$ cat config.mk
export PLATFORM = sky130hd
export DESIGN_NAME = lcd_decimal_writer
export DESIGN_NICKNAME = d
export VERILOG_FILES = /design/src/rtl/lcd_decimal_writer.sv
export SDC_FILE = /design/constraint.sdc
export NUM_CORES = 1
export LEC_CHECK = 0
export ABC_CLOCK_PERIOD_IN_PS = 3000
export CAP_MARGIN = 30
export CORE_MARGIN = 10
export CORE_UTILIZATION = 50
export DETAILED_ROUTE_END_ITERATION = 10
export PLACE_DENSITY = 0.74
export REMOVE_ABC_BUFFERS = 1
export SLEW_MARGIN = 20
export SYNTH_ARGS = -nofsm -noshare
export SYNTH_HDL_FRONTEND = slang
export SYNTH_SLANG_ARGS = --single-unit
export TNS_END_PERCENT = 5
$ cat constraint.sdc
create_clock -name clock -period 3 [get_ports clock]
set_input_delay 0.9 -clock clock [delete_from_list [all_inputs] [get_ports clock]]
set_output_delay 0.9 -clock clock [all_outputs]
set_load 0.005 [all_outputs]
$ cat src/rtl/lcd_decimal_writer.sv
// lcd_decimal_writer
//   Converts an unsigned binary value to a fixed-width ASCII decimal string
//   using shift-and-add-3 (one input bit per cycle). The string is streamed
//   most significant digit first into the LCD controller byte-write port, with
//   CHAR_GAP idle cycles after every character.
//
// Parameters
//   WIDTH     bit width of value (1..64)
//   DIGITS    decimal characters emitted (1..20)
//   CHAR_GAP  idle cycles after each character write (0..255)
//
// Ports
//   clock           system clock
//   resetn          asynchronous active-low reset
//   start           conversion request, sampled only in IDLE
//   value           binary input, latched when start is accepted
//   busy            high from the cycle after acceptance until done
//   done            one-cycle pulse after the last character's gap
//   overflow        value needed more than DIGITS digits; held until next accept
//   lcd_write_en    one-cycle strobe per character
//   lcd_write_data  ASCII character, holds its last value between strobes
//
// Build option
//   LCD_DECIMAL_WRITER_BLANK_EN  leading zeros are sent as spaces (0x20); the
//   least significant digit is always a numeral; no blanking on overflow.
//
// state    | meaning
// ---------+-----------------------------------------------------------
// S_IDLE   | waiting for start; overflow from last run still visible
// S_CONVERT| WIDTH double-dabble steps, one input bit per cycle
// S_SEND   | lcd_write_en high for one character
// S_GAP    | CHAR_GAP idle cycles after a character
// S_FINISH | done pulse, busy already low

module lcd_decimal_writer #(
  parameter int WIDTH    = 32,
  parameter int DIGITS   = 10,
  parameter int CHAR_GAP = 3
) (
  input  logic             clock,
  input  logic             resetn,
  input  logic             start,
  input  logic [WIDTH-1:0] value,
  output logic             busy,
  output logic             done,
  output logic             overflow,
  output logic             lcd_write_en,
  output logic [7:0]       lcd_write_data
);

  localparam int BCD_W = DIGITS * 4;
  localparam int CNT_W = $clog2(WIDTH + 1);
  localparam int IDX_W = $clog2(DIGITS + 1);

  localparam logic [CNT_W-1:0] CNT_LOAD = CNT_W'(WIDTH);
  localparam logic [IDX_W-1:0] IDX_TOP  = IDX_W'(DIGITS - 1);
  localparam logic [7:0]       GAP_LOAD = 8'(CHAR_GAP);

  typedef enum logic [2:0] {
    S_IDLE,
    S_CONVERT,
    S_SEND,
    S_GAP,
    S_FINISH
  } state_t;

  state_t           state;
  logic [WIDTH-1:0] bin;
  logic [BCD_W-1:0] bcd;
  logic [CNT_W-1:0] bit_cnt;
  logic [IDX_W-1:0] idx;
  logic [7:0]       gap_cnt;
  logic             ovf_flag;
`ifdef LCD_DECIMAL_WRITER_BLANK_EN
  logic             seen_nz;
`endif

  logic [BCD_W-1:0] bcd_adj;
  logic [BCD_W-1:0] bcd_next;
  logic [WIDTH-1:0] bin_next;
  logic             ovf_next;

  logic             emit;
  logic [BCD_W-1:0] emit_bcd;
  logic [IDX_W-1:0] emit_idx;
  logic [3:0]       emit_nib;
  logic             blank;
  logic [7:0]       emit_char;

  // One double-dabble step: correct every nibble, then shift {bcd, bin}.
  // A 1 leaving the top nibble means the value does not fit in DIGITS digits.
  always_comb begin
    bcd_adj = bcd;
    for (int i = 0; i < DIGITS; i++) begin
      if (bcd[i*4 +: 4] >= 4'd5) begin
        bcd_adj[i*4 +: 4] = bcd[i*4 +: 4] + 4'd3;
      end
    end
    bcd_next = {bcd_adj[BCD_W-2:0], bin[WIDTH-1]};
    bin_next = bin << 1;
    ovf_next = ovf_flag | bcd_adj[BCD_W-1];
  end

  // A character is loaded on the edge that enters S_SEND so that the strobe
  // and its data are both registered. On the last conversion step the digits
  // come from the step's result rather than the (not yet updated) register.
  always_comb begin
    emit = ((state == S_CONVERT) && (bit_cnt == CNT_W'(1))) ||
           ((state == S_SEND) && (CHAR_GAP == 0) && (idx != '0)) ||
           ((state == S_GAP) && (gap_cnt == 8'd1) && (idx != '0));

    emit_bcd = (state == S_CONVERT) ? bcd_next : bcd;
    emit_idx = (state == S_CONVERT) ? IDX_TOP : (idx - IDX_W'(1));

    emit_nib = '0;
    for (int i = 0; i < DIGITS; i++) begin
      if (IDX_W'(i) == emit_idx) begin
        emit_nib = emit_bcd[i*4 +: 4];
      end
    end

    blank = 1'b0;
`ifdef LCD_DECIMAL_WRITER_BLANK_EN
    blank = !((state == S_CONVERT) ? ovf_next : ovf_flag) &&
            (emit_idx != '0) && (emit_nib == 4'd0) && !seen_nz;
`endif
    emit_char = blank ? 8'h20 : {4'h3, emit_nib};
  end

  always_ff @(posedge clock or negedge resetn) begin
    if (!resetn) begin
      state          <= S_IDLE;
      bin            <= '0;
      bcd            <= '0;
      bit_cnt        <= '0;
      idx            <= '0;
      gap_cnt        <= '0;
      ovf_flag       <= 1'b0;
      busy           <= 1'b0;
      done           <= 1'b0;
      overflow       <= 1'b0;
      lcd_write_en   <= 1'b0;
      lcd_write_data <= 8'h00;
`ifdef LCD_DECIMAL_WRITER_BLANK_EN
      seen_nz        <= 1'b0;
`endif
    end else begin
      lcd_write_en <= 1'b0;
      done         <= 1'b0;

      case (state)
        S_IDLE: begin
          if (start) begin
            bin      <= value;
            bcd      <= '0;
            ovf_flag <= 1'b0;
            overflow <= 1'b0;
            bit_cnt  <= CNT_LOAD;
            busy     <= 1'b1;
`ifdef LCD_DECIMAL_WRITER_BLANK_EN
            seen_nz  <= 1'b0;
`endif
            state    <= S_CONVERT;
          end
        end

        S_CONVERT: begin
          bin      <= bin_next;
          bcd      <= bcd_next;
          ovf_flag <= ovf_next;
          bit_cnt  <= bit_cnt - CNT_W'(1);
          if (bit_cnt == CNT_W'(1)) begin
            state <= S_SEND;
          end
        end

        S_SEND: begin
          if (CHAR_GAP != 0) begin
            gap_cnt <= GAP_LOAD;
            state   <= S_GAP;
          end else if (idx == '0) begin
            done     <= 1'b1;
            busy     <= 1'b0;
            overflow <= ovf_flag;
            state    <= S_FINISH;
          end
        end

        S_GAP: begin
          if (gap_cnt == 8'd1) begin
            if (idx == '0) begin
              done     <= 1'b1;
              busy     <= 1'b0;
              overflow <= ovf_flag;
              state    <= S_FINISH;
            end else begin
              state <= S_SEND;
            end
          end else begin
            gap_cnt <= gap_cnt - 8'd1;
          end
        end

        S_FINISH: begin
          state <= S_IDLE;
        end

        default: begin
          state <= S_IDLE;
        end
      endcase

      if (emit) begin
        idx            <= emit_idx;
        lcd_write_en   <= 1'b1;
        lcd_write_data <= emit_char;
`ifdef LCD_DECIMAL_WRITER_BLANK_EN
        seen_nz        <= seen_nz | (emit_nib != 4'd0);
`endif
      end
    end
  end

endmodule

==> summary.md, run 1 <==
| Metric | Value |
|---|---|
| Die area | 16,200 sq um |
| Final Wtd Congestion | around 0.8 |
| Critical path buffers and inverters | 2 |
| Global route overflow | 0 |
| Die width | about 130 um |
| Worst Hold Class | reg2reg |
| Number of synthesized flops with an enable pin | 0 |
| Yosys warning count | 0 |
| Clk root buf | clkbuf_16 |
| #FFs+latches synth | ~100 |
| Maximum vdd drop | about 0.00074 V |
| Average routed wire per standard cell | roughly 16 um |
| Synth area leaders | dfrtp_1, nand2_1, ha_1 |
| Cells after synthesis | 635 |
| CTS Hold Bufs | 0 |
| Setup CP Type | reg2reg |
| CP startpoint kind | flop |
| Clock Latency Late Sink | 0.34 ns |
| Top-area cell type share of the netlist area | 44.7% |
| Slowest CP cell | dfrtp_1 |
| Post-DRT Antenna Nets | 0 |
| Final hold violations | 0 |
| Via density per instance | slightly below 6 |
| Net Sw Frac | 44.4% |
| Cell internal pwr | roughly 4.3 mW |
| Clock skew | 0.00519 ns |
| LEAKAGE | approximately 2.8 nW |
| Vias | 4,738 |
| Largest delay contributor family on the critical path | compound AO/OA/AOI/OAI gates |
| Sequential fraction of the synthesis area | 44.7% |
| Post-CTS setup buffer count | 0 |
| Hold path cells | 1 |
| Area leader, netlist | dfrtp_1 |
| Initial DRC Count | 341 |
| Final Hold Slack | 0.487 ns |
| Vias in the first global route | 4,722 |
| Fin util | 58.1% |
| Yosys cell types | 65 |
| Initial Util | 50.7% |
| Final setup viols | 0 |
| Core area | 11,400 sq um |
| Crit-path cells | inv_1, ha_1, buf_4, nor4b_1, a22oi_1, nor2_1, a221oi_1, mux2i_1, a31oi_1 |
| Post-Synthesis Cell Area | approximately 5800 sq um |
| Global-route wire length before repair | 22,100 um |
| Fin nets | 724 |
| Sequential power share | 33.5% |
| Cell Rows | 39 |
| Area delta synth->final | 14.7% |
| Initial antenna violation count | 0 |
| Post-CTS resize count | 0 |
| Clock Tree Buf Depth | 2 |
| GRT Util Overall | 16.0% |
| WP depth | 9 |
| CP Max Fanout | 16 |
| Slew @ Worst Pin | 0.614 ns |
| Final period utilization | 82.2% |
| Layout cells sized above 1 | 7.34% |
| Part of the power in the clock network | 14.9% |
| # DRC | 0 |
| Relative max-transition margin | 59.1% |
| Mean post-synth cell area | 9.08 sq um |
| Worst EP required | ~3.3 ns |
| Drt pass-1 iters | 6 |
| Minimum clock period | approximately 2.5 ns |
| Slowest Stage Delay on Critical Path | ~0.43 ns |
| Post-synth ARST share | 100% |
| Top-Level Pins | 47 |
| Net switching power | 3.42 mW |
| H-Tree Depth | 3 |
| IO Port Bufs | between 40 and 50 |
| Pin count of the biggest net entering global routing | 70 |
| Critical Path End Type | flop |
| Clk sinks | about 100 |
| R2R depth | 9 |
| HPWL Detailed | 8890 um |
| Clock-pin transition on the worst setup and hold timing paths | 0.07 ns |
| Arr. time, crit path | about 2.7 ns |
| Max Slew Vio Count | 0 |
| Fmax achieved | 406 MHz |
| Comb pwr share | 51.6% |
| Status | completed |
| DRT Wirelength | 12,800 um |
| Synth Flop Type | dfrtp_1 |
| RSZ-0062 raised after global routing | no |
| Die height | ~130 um |
| Total CTS buffers | 9 |
| Antenna cells | 0 |
| CTS tree | done |
| PwrDens | 1160 nW/um^2 |
| Max_cap viols | 0 |
## metal layers
metal / GRT usage, % / part of all wire [%] / up-vias
met4: 3.88 / 0.94 / 0
met5: 0 / 0 / -
li1: - / - / 2289
met2: 26.1 / 49 / 120
met1: 20.7 / 46 / 2319
met3: 4.51 / 4.6 / 10
## synth_stat cells, types with 4 or more instances
cell type and number:
a21oi_1 32, a31oi_1 35, a32o_1 12, buf_1 7, buf_2 12, clkbuf_1 17
dfrtp_1 103, ha_1 26, inv_1 31, mux2i_1 5, nand2_1 92, nand2b_1 13
nand3_1 5, nor2_1 64, nor3_1 11, o21ai_0 34, o22ai_1 15, o31ai_1 12
o32ai_1 8, or3_1 4, xnor2_1 16, xor2_1 16
## registers in the layout (all words and copies together), names as in the netlist
| register | cells |
|---|---|
| lcd_write_en | 1 |
| idx | 4 |
| bin | 32 |
| bcd | 40 |
| state | 3 |
| gap_cnt | 8 |
| done | 1 |
| lcd_write_data | 5 |
| bit_cnt | 6 |
| busy | 1 |
| ovf_flag | 1 |
| overflow | 1 |
## final cells by class
cell class / instances / area, sq um
Multi-Input combinational cell: 462 / 2890
Fill cell: 976 / 4760
Inverter: 31 / 116
Timing Repair Buffer: 56 / 553
Sequential cell: 103 / 2580
Tap cell: 143 / 179
Clock inverter: 5 / 38.8
Clock buffer: 11 / 253
## power by group through the flow
stage	clock network (mW)	registers, mW	logic (mW)
floorplan	0	2.47	2.89
global placement	0	2.55	3.78
detailed placement	0	2.59	3.95
CTS	1.17	2.57	3.97
global route	1.25	2.67	4.45
finish	1.15	2.58	3.97
## cell families after synthesis
family,after synthesis,share of synthesized area (%)
simple gates,223,18.1
compound gates,172,19.8
flops,103,44.7
buf+inv,71,5.36
xor+xnor,32,4.86
fa+ha+maj,26,5.64
mux,7,1.45
other cells,1,0.0651
## final timing paths
check	start	to	slack, ns
worst max-delay path	idx[1]	lcd_write_data[0]	0.53
worst min-delay path	busy	busy	0.49
worst max register to register	idx[1]	lcd_write_data[0]	0.53
worst min register to register	busy	busy	0.49
max in group asynchronous	resetn	bcd[21]	1.80
min in group asynchronous	resetn	lcd_write_data[1]	0.50
## placed cells by master (no fill, tap or decap), types with 11 or more instances in the layout
cell / synthesis / layout
a21oi_1: 32 / 32
a31oi_1: 35 / 35
a32o_1: 12 / 12
buf_4: 3 / 11
clkdlybuf4s50_1: 0 / 43
dfrtp_1: 103 / 103
ha_1: 26 / 26
inv_1: 31 / 31
nand2_1: 92 / 92
nand2b_1: 13 / 13
nor2_1: 64 / 64
o21ai_0: 34 / 34
o22ai_1: 15 / 15
o31ai_1: 12 / 12
xnor2_1: 16 / 16
xor2_1: 16 / 16
## through the flow
step                setup slack (ns)  instances  power [mW]  cell area, sq um  setup TNS, ns
floorplan                     -0.913        596        5.36              5570         -40.80
global placement               0.458        795        6.33              6320              0
detailed placement             0.421        795        6.54              6320              0
CTS                            0.513        811        7.72              6610              0
global route                   0.334        811        8.37              6610              0
finish                         0.534        811        7.70              6610              0
Power figures use the tool's default switching activity.
==> run 2: changes to the inputs <==
--- a/config.mk
+++ b/config.mk
@@ -5,12 +5,12 @@
 export SDC_FILE = /design/constraint.sdc
 export NUM_CORES = 1
 export LEC_CHECK = 0
-export ABC_CLOCK_PERIOD_IN_PS = 3000
+export ABC_CLOCK_PERIOD_IN_PS = 2100
 export CAP_MARGIN = 30
 export CORE_MARGIN = 10
 export CORE_UTILIZATION = 50
 export DETAILED_ROUTE_END_ITERATION = 10
-export PLACE_DENSITY = 0.74
+export PLACE_DENSITY = 0.77
 export REMOVE_ABC_BUFFERS = 1
 export SLEW_MARGIN = 20
 export SYNTH_ARGS = -nofsm -noshare
==> constraint.sdc (replaced) <==
create_clock -name clock -period 2.1 [get_ports clock]
set_input_delay 0.63 -clock clock [delete_from_list [all_inputs] [get_ports clock]]
set_output_delay 0.63 -clock clock [all_outputs]
set_load 0.005 [all_outputs]
==> run 2 against run 1 <==
Core utilization is 2.9 points higher. Register-to-register slack worse by 0.43 ns. Cell count is 4.7% higher. First-iteration DRC count is 15% higher. Non-clock buffer count is 38 higher. Setup slack worse by 0.43 ns. Sequential power is 40% higher. Global-route usage is 0.89 points higher. Via count is 3.0% higher. Clock-buffer cell count is 1 lower. Clock skew is 0.0021 ns higher.
==> summary.md, run 2 (synthesized netlist as in run 1, its figures left out) <==
| Metric | Value |
|---|---|
| Top-Level Pins | 47 (unchanged) |
| Clock Tree Buf Depth | 2 (unchanged) |
| Initial Util | 50.7% (unchanged) |
| Max Slew Vio Count | 0 (unchanged) |
| Arr. time, crit path | 2.23 ns (-0.50 ns) |
| # DRC | 0 (unchanged) |
| Minimum clock period | 1.99 ns (-0.473 ns) |
| Cell Rows | 39 (unchanged) |
| Die height | 127 um (unchanged) |
| DRT Wirelength | 13,400 um (+4.4%) |
| Biggest register | bcd |
| Setup tns final | 0 ns (unchanged) |
| Global route overflow | 0 (unchanged) |
| Core area | 11,400 sq um (unchanged) |
| Net Sw Frac | 43.6% (-0.78 points) |
| Setup CP Type | reg2reg |
| Final instance area | 6940 sq um (+5.0%) |
| Initial DRC Count | 392 (+15%) |
| Fin nets | 762 (+5.2%) |
| HPWL Detailed | 9890 um (+11%) |
| Antenna cells | 0 (unchanged) |
| Reg2reg setup slack | 0.11 ns (-0.43 ns) |
| Maximum vdd drop | 0.000986 V (+34%) |
| Clock skew | 0.00729 ns (+0.00210 ns) |
| Top Registers | bcd (40), bin (32), gap_cnt (8) |
| Design Power | 11.6 mW (+51%) |
| Part of the power in the clock network | 13.9% (-1.0 points) |
| Clock Latency Late Sink | 0.36 ns (+0.02 ns) |
| Via density per instance | 5.75 (-1.6%) |
| LEAKAGE | 3.02 nW (+6.6%) |
| PwrDens | 1680 nW/um^2 (+44%) |
| Initial antenna violation count | 0 (unchanged) |
| Post-CTS setup buffer count | 0 (unchanged) |
| CP Max Fanout | 9 (-7) |
| Area delta synth->final | 20.4% |
| Layout cells sized above 1 | 13.3% (+6.0 points) |
| Max reg flops | 40 (unchanged) |
| Comb pwr share | 54.9% (+3.3 points) |
| CTS tree | done |
| IO Port Bufs | 44 (unchanged) |
| Drt pass-1 iters | 4 (-2) |
| CP startpoint kind | flop |
| Die area | 16,200 sq um (unchanged) |
| Reg2Reg Launch Point | gap_cnt[1] |
| Relative max-transition margin | 66.1% (+7.0 points) |
| RSZ-0062 raised after global routing | yes |
| Cell internal pwr | 6.56 mW (+53%) |
| Fmax achieved | 502 MHz (+24%) |
| Final period utilization | 94.9% (+13 points) |
| Clk sinks | 103 (unchanged) |
| Sequential power share | 31.1% (-2.4 points) |
| Final setup viols | 0 (unchanged) |
| Worst Hold Class | in2async |
| Post-place instance area | 6620 sq um (+4.7%) |
| GRT Util Overall | 16.9% (+0.89 points) |
| Max_cap viols | 0 (unchanged) |
| Global-route wire length before repair | 23,100 um (+4.5%) |
| Status | completed |
| Clk root buf | clkbuf_16 |
| Critical Path End Type | flop |
| Total CTS buffers | 9 (unchanged) |
| Slew @ Worst Pin | 0.507 ns (-0.107 ns) |
| Final hold violations | 0 (unchanged) |
| Clock-pin transition on the worst setup and hold timing paths | 0.07 ns (about the same) |
| Crit path launch | gap_cnt[1] |
| Average routed wire per standard cell | 15.8 um (-0.31%) |
| H-Tree Depth | 3 (unchanged) |
| Worst EP required | 2.34 ns (-0.92 ns) |
| Die width | 127 um (unchanged) |
| Net switching power | 5.08 mW (+48%) |
| RR Endpoint | lcd_write_data[3] |
| Post-DRT Antenna Nets | 0 (unchanged) |
| Most frequent cells in the layout | dfrtp_1, nand2_1, nor2_1 |
| Pin count of the biggest net entering global routing | 45 (-36%) |
| R2R depth | 8 (-1) |
| Vias in the first global route | 4,937 (+4.6%) |
| Vias | 4,882 (+3.0%) |
| Final Wtd Congestion | 0.929 (+16%) |
| Most common cell after layout, fill and taps aside | dfrtp_1 |
==> run 2: critical path, cell delays in order (launching register included) <==
cell and delay, ns:
dfrtp_1 0.38, inv_1 0.08, ha_1 0.16, nor2b_2 0.20
nand4_2 0.14, or3_4 0.44, nand2_4 0.16, mux2i_1 0.22
o21ai_1 0.09
==> run 2: final cells by class <==
class	count	area, sq um
clock buffers	10	229
clock inverters	6	53.8
fillers	942	4430
inverters	31	116
flip-flops and latches	103	2580
well taps	143	179
repair buffers	94	855
multi-input cells	462	2930
==> run 2: metrics by stage <==
step	util (%)	std cells	setup slack, ns	hold slack (ns)
floorplan	-	596	-1.81	0.334
global placement	58.2	833	-0.0953	0.476
detailed placement	58.2	833	-0.141	0.481
CTS	60.7	849	0.0131	0.230
global route	61.0	849	-0.0152	0.246
finish	61.0	849	0.107	0.221
==> run 2: power by group through the flow <==
| stage | Clock (mW) | Sequential [mW] | Combinational, mW |
|---|---|---|---|
| 2_1_floorplan | 0 | 3.51 | 4.09 |
| 3_3_place_gp | 0 | 3.59 | 5.97 |
| 3_5_place_dp | 0 | 3.64 | 6.23 |
| 4_1_cts | 1.67 | 3.61 | 6.27 |
| 5_1_grt | 1.74 | 3.75 | 7.18 |
| 6_report | 1.62 | 3.62 | 6.39 |
==> run 2: repair_timing <==
| action | CTS | global route |
|---|---|---|
| endpoints found under the setup margin | 3 | 7 |
| pin swaps | 0 | 1 |
| gates resized for setup | 1 | 9 |
| hold buffers | 0 | 0 |
==> run 2: worst max-delay path by stage <==
stage	cells after the start	end	slack (ns)
final	8	lcd_write_data[3]	0.11
after global routing	8	lcd_write_data[3]	-0.02
after CTS	7	lcd_write_data[2]	0.01
after detailed placement	7	bcd[3]	-0.14
after global placement	7	bcd[19]	-0.1
after floorplan	3	bcd[13]	-1.81
==> run 2: routing by layer <==
| layer | vias up | global-route usage, % | wire length (um) |
|---|---|---|---|
| li1 | 2379 | - | - |
| met1 | 2380 | 21.0 | 5910 |
| met2 | 114 | 28.2 | 6620 |
| met3 | 9 | 5.00 | 752 |
| met4 | 0 | 4.35 | 95 |
| met5 | - | 0 | 0 |
==> run 3: changes to the inputs <==
--- a/config.mk
+++ b/config.mk
@@ -10,6 +10,7 @@
 export CORE_MARGIN = 10
 export CORE_UTILIZATION = 50
 export DETAILED_ROUTE_END_ITERATION = 10
+export GPL_ROUTABILITY_DRIVEN = 0
 export PLACE_DENSITY = 0.77
 export REMOVE_ABC_BUFFERS = 1
 export SLEW_MARGIN = 20
==> results of run 3 <==
Final layout, timing and power as in run 2 (identical DEF).
==> RTL change, RTL diff (settings of run 1) <==
Change the parameter `DIGITS` from 10 to 5.
--- a/src/rtl/lcd_decimal_writer.sv
+++ b/src/rtl/lcd_decimal_writer.sv
@@ -35,5 +35,5 @@
 module lcd_decimal_writer #(
   parameter int WIDTH    = 32,
-  parameter int DIGITS   = 10,
+  parameter int DIGITS   = 5,
   parameter int CHAR_GAP = 3
 ) (
Formal check against the unedited RTL: same outputs for any inputs over 10 cycles, from zero or initial values and one cycle with resetn low; that may be too few to reach the edited logic, so the function may still have changed.
==> RTL change against run 1 <==
Worst setup slack better by 230 ps. Sequential cell count is 21 lower. Highest routed layer unchanged. Area after synthesis is 28% lower. Cell area is 26% lower. Wire length is 32% lower. Clock power is 27% lower. Power is 35% lower. First-iteration DRC count is 61% lower. Critical endpoint is now bcd[11].
==> RTL change: results (changes against run 1) <==
outcome=finished, final reports clean; placed cell count=552 (-31%); pre-CTS setup slack=397.8 ps (-23.54 ps); cell family with most CP delay=buffers and inverters; fraction of the mapped netlist area in adder cells=4.851% (-0.79 points); M1 GR Usage=17.59% (-3.1 points); CP max FO=9 (-7); vias in the first global route=3,259 (-31%); first-pass GRT wire length=15,160 um (-32%); biggest regs=bin: 32 flops, bcd: 20 flops, gap_cnt: 8 flops; Critical Path AT=2480 ps (-250 ps); met3 wire length=337 um (-43%); largest net degree at the start of global routing=42 (-40%); Final HPWL DP=6143 um (-31%); met2 Use GR=23.35% (-2.7 points); share of cells above drive strength 1=7.991% (+0.66 points); DR vias/cell=5.521 (-5.5%); Reg2Reg Launch Point=state[1]; wl on met1=3972 um (-32%); cell depth of the worst flop-to-flop path=6 (-3); r2r endpoint=bit_cnt[2]; Pleak=2.226 nW (-21%); setup bufs post-CTS=0 (unchanged); Logic pwr share=44.5% (-7.1 points); Synth top cells by count=nand2_1, dfrtp_1, a22oi_1, o21ai_0, inv_1; fill count=686 (-30%); largest stage delay on the critical path=500 ps (+70 ps); switching share of power=41.61% (-2.8 points); Synth warnings=0 (unchanged); synthesized instance count=417 (-34%); Routed met2 length=4271 um (-32%); Clock Skew=9.497 ps (+4.305 ps); nets=509 (-30%); worst vdd ir=0.4467 mV (-39%); Routed WL per cell=15.33 um (-3.0%); synth unique cells=52 (-20%); GRT Overall Usage=14.29% (-1.8 points); Hold Crit Start=bin[4]; GP Congestion=0.8674 (+8.3%); critical path's slowest cell=clkdlybuf4s50_1; Root Buffer=clkbuf_8; Synth Area in Compound Gates=18.68% (-1.1 points); mux contribution to synthesized area=2.577% (+1.1 points); worst slew pin tran=562.0 ps (-52.08 ps); clock-net power=0.000844 W (-27%); R2R setup slack=900 ps (+370 ps); crit path launch=start; Seq/Total Area, Yosys=49.73% (+5.0 points); met3 Track Usage GR=3.950% (-0.56 points); clock latency on the worst-skew pair=350 ps; port bufs=44 (unchanged); First DRT Iteration DRCs=134 (-61%); Worst setup endpoint=bcd[11]; Post-Synth XOR/XNOR Area=3.396% (-1.5 points); synth top area cells=dfrtp_1, nand2_1, a22oi_1; non-filler cells, final=568 (-30%); final worst setup slack=759.4 ps (+225.5 ps)
[RTL change: how the worst min path moves through the flow]
stage	endpoint	slack (ps)	cells after the start
after detailed placement	bin[31]	460	2
after floorplan	bit_cnt[4]	450	1
after global placement	bin[17]	460	2
after CTS	bin[4]	480	2
after global routing	bin[12]	500	2
final	bin[4]	480	2
[RTL change: cell type report]
| cell class | count | share of cell area (%) |
|---|---|---|
| flip-flops and latches | 82 | 42.04 |
| multi-input cells | 293 | 38.79 |
| repair buffers | 54 | 10.77 |
| clock buffers | 10 | 2.820 |
| well taps | 105 | 2.692 |
| clock inverters | 6 | 1.512 |
| inverters | 18 | 1.384 |
[RTL change: through the flow]
stage          instance area, sq um  total power (W)
2_1_floorplan                  4004         0.003408
3_3_place_gp                   4669         0.004056
3_5_place_dp                   4669         0.004158
4_1_cts                        4881         0.005019
5_1_grt                        4881         0.005430
6_report                       4881         0.004980
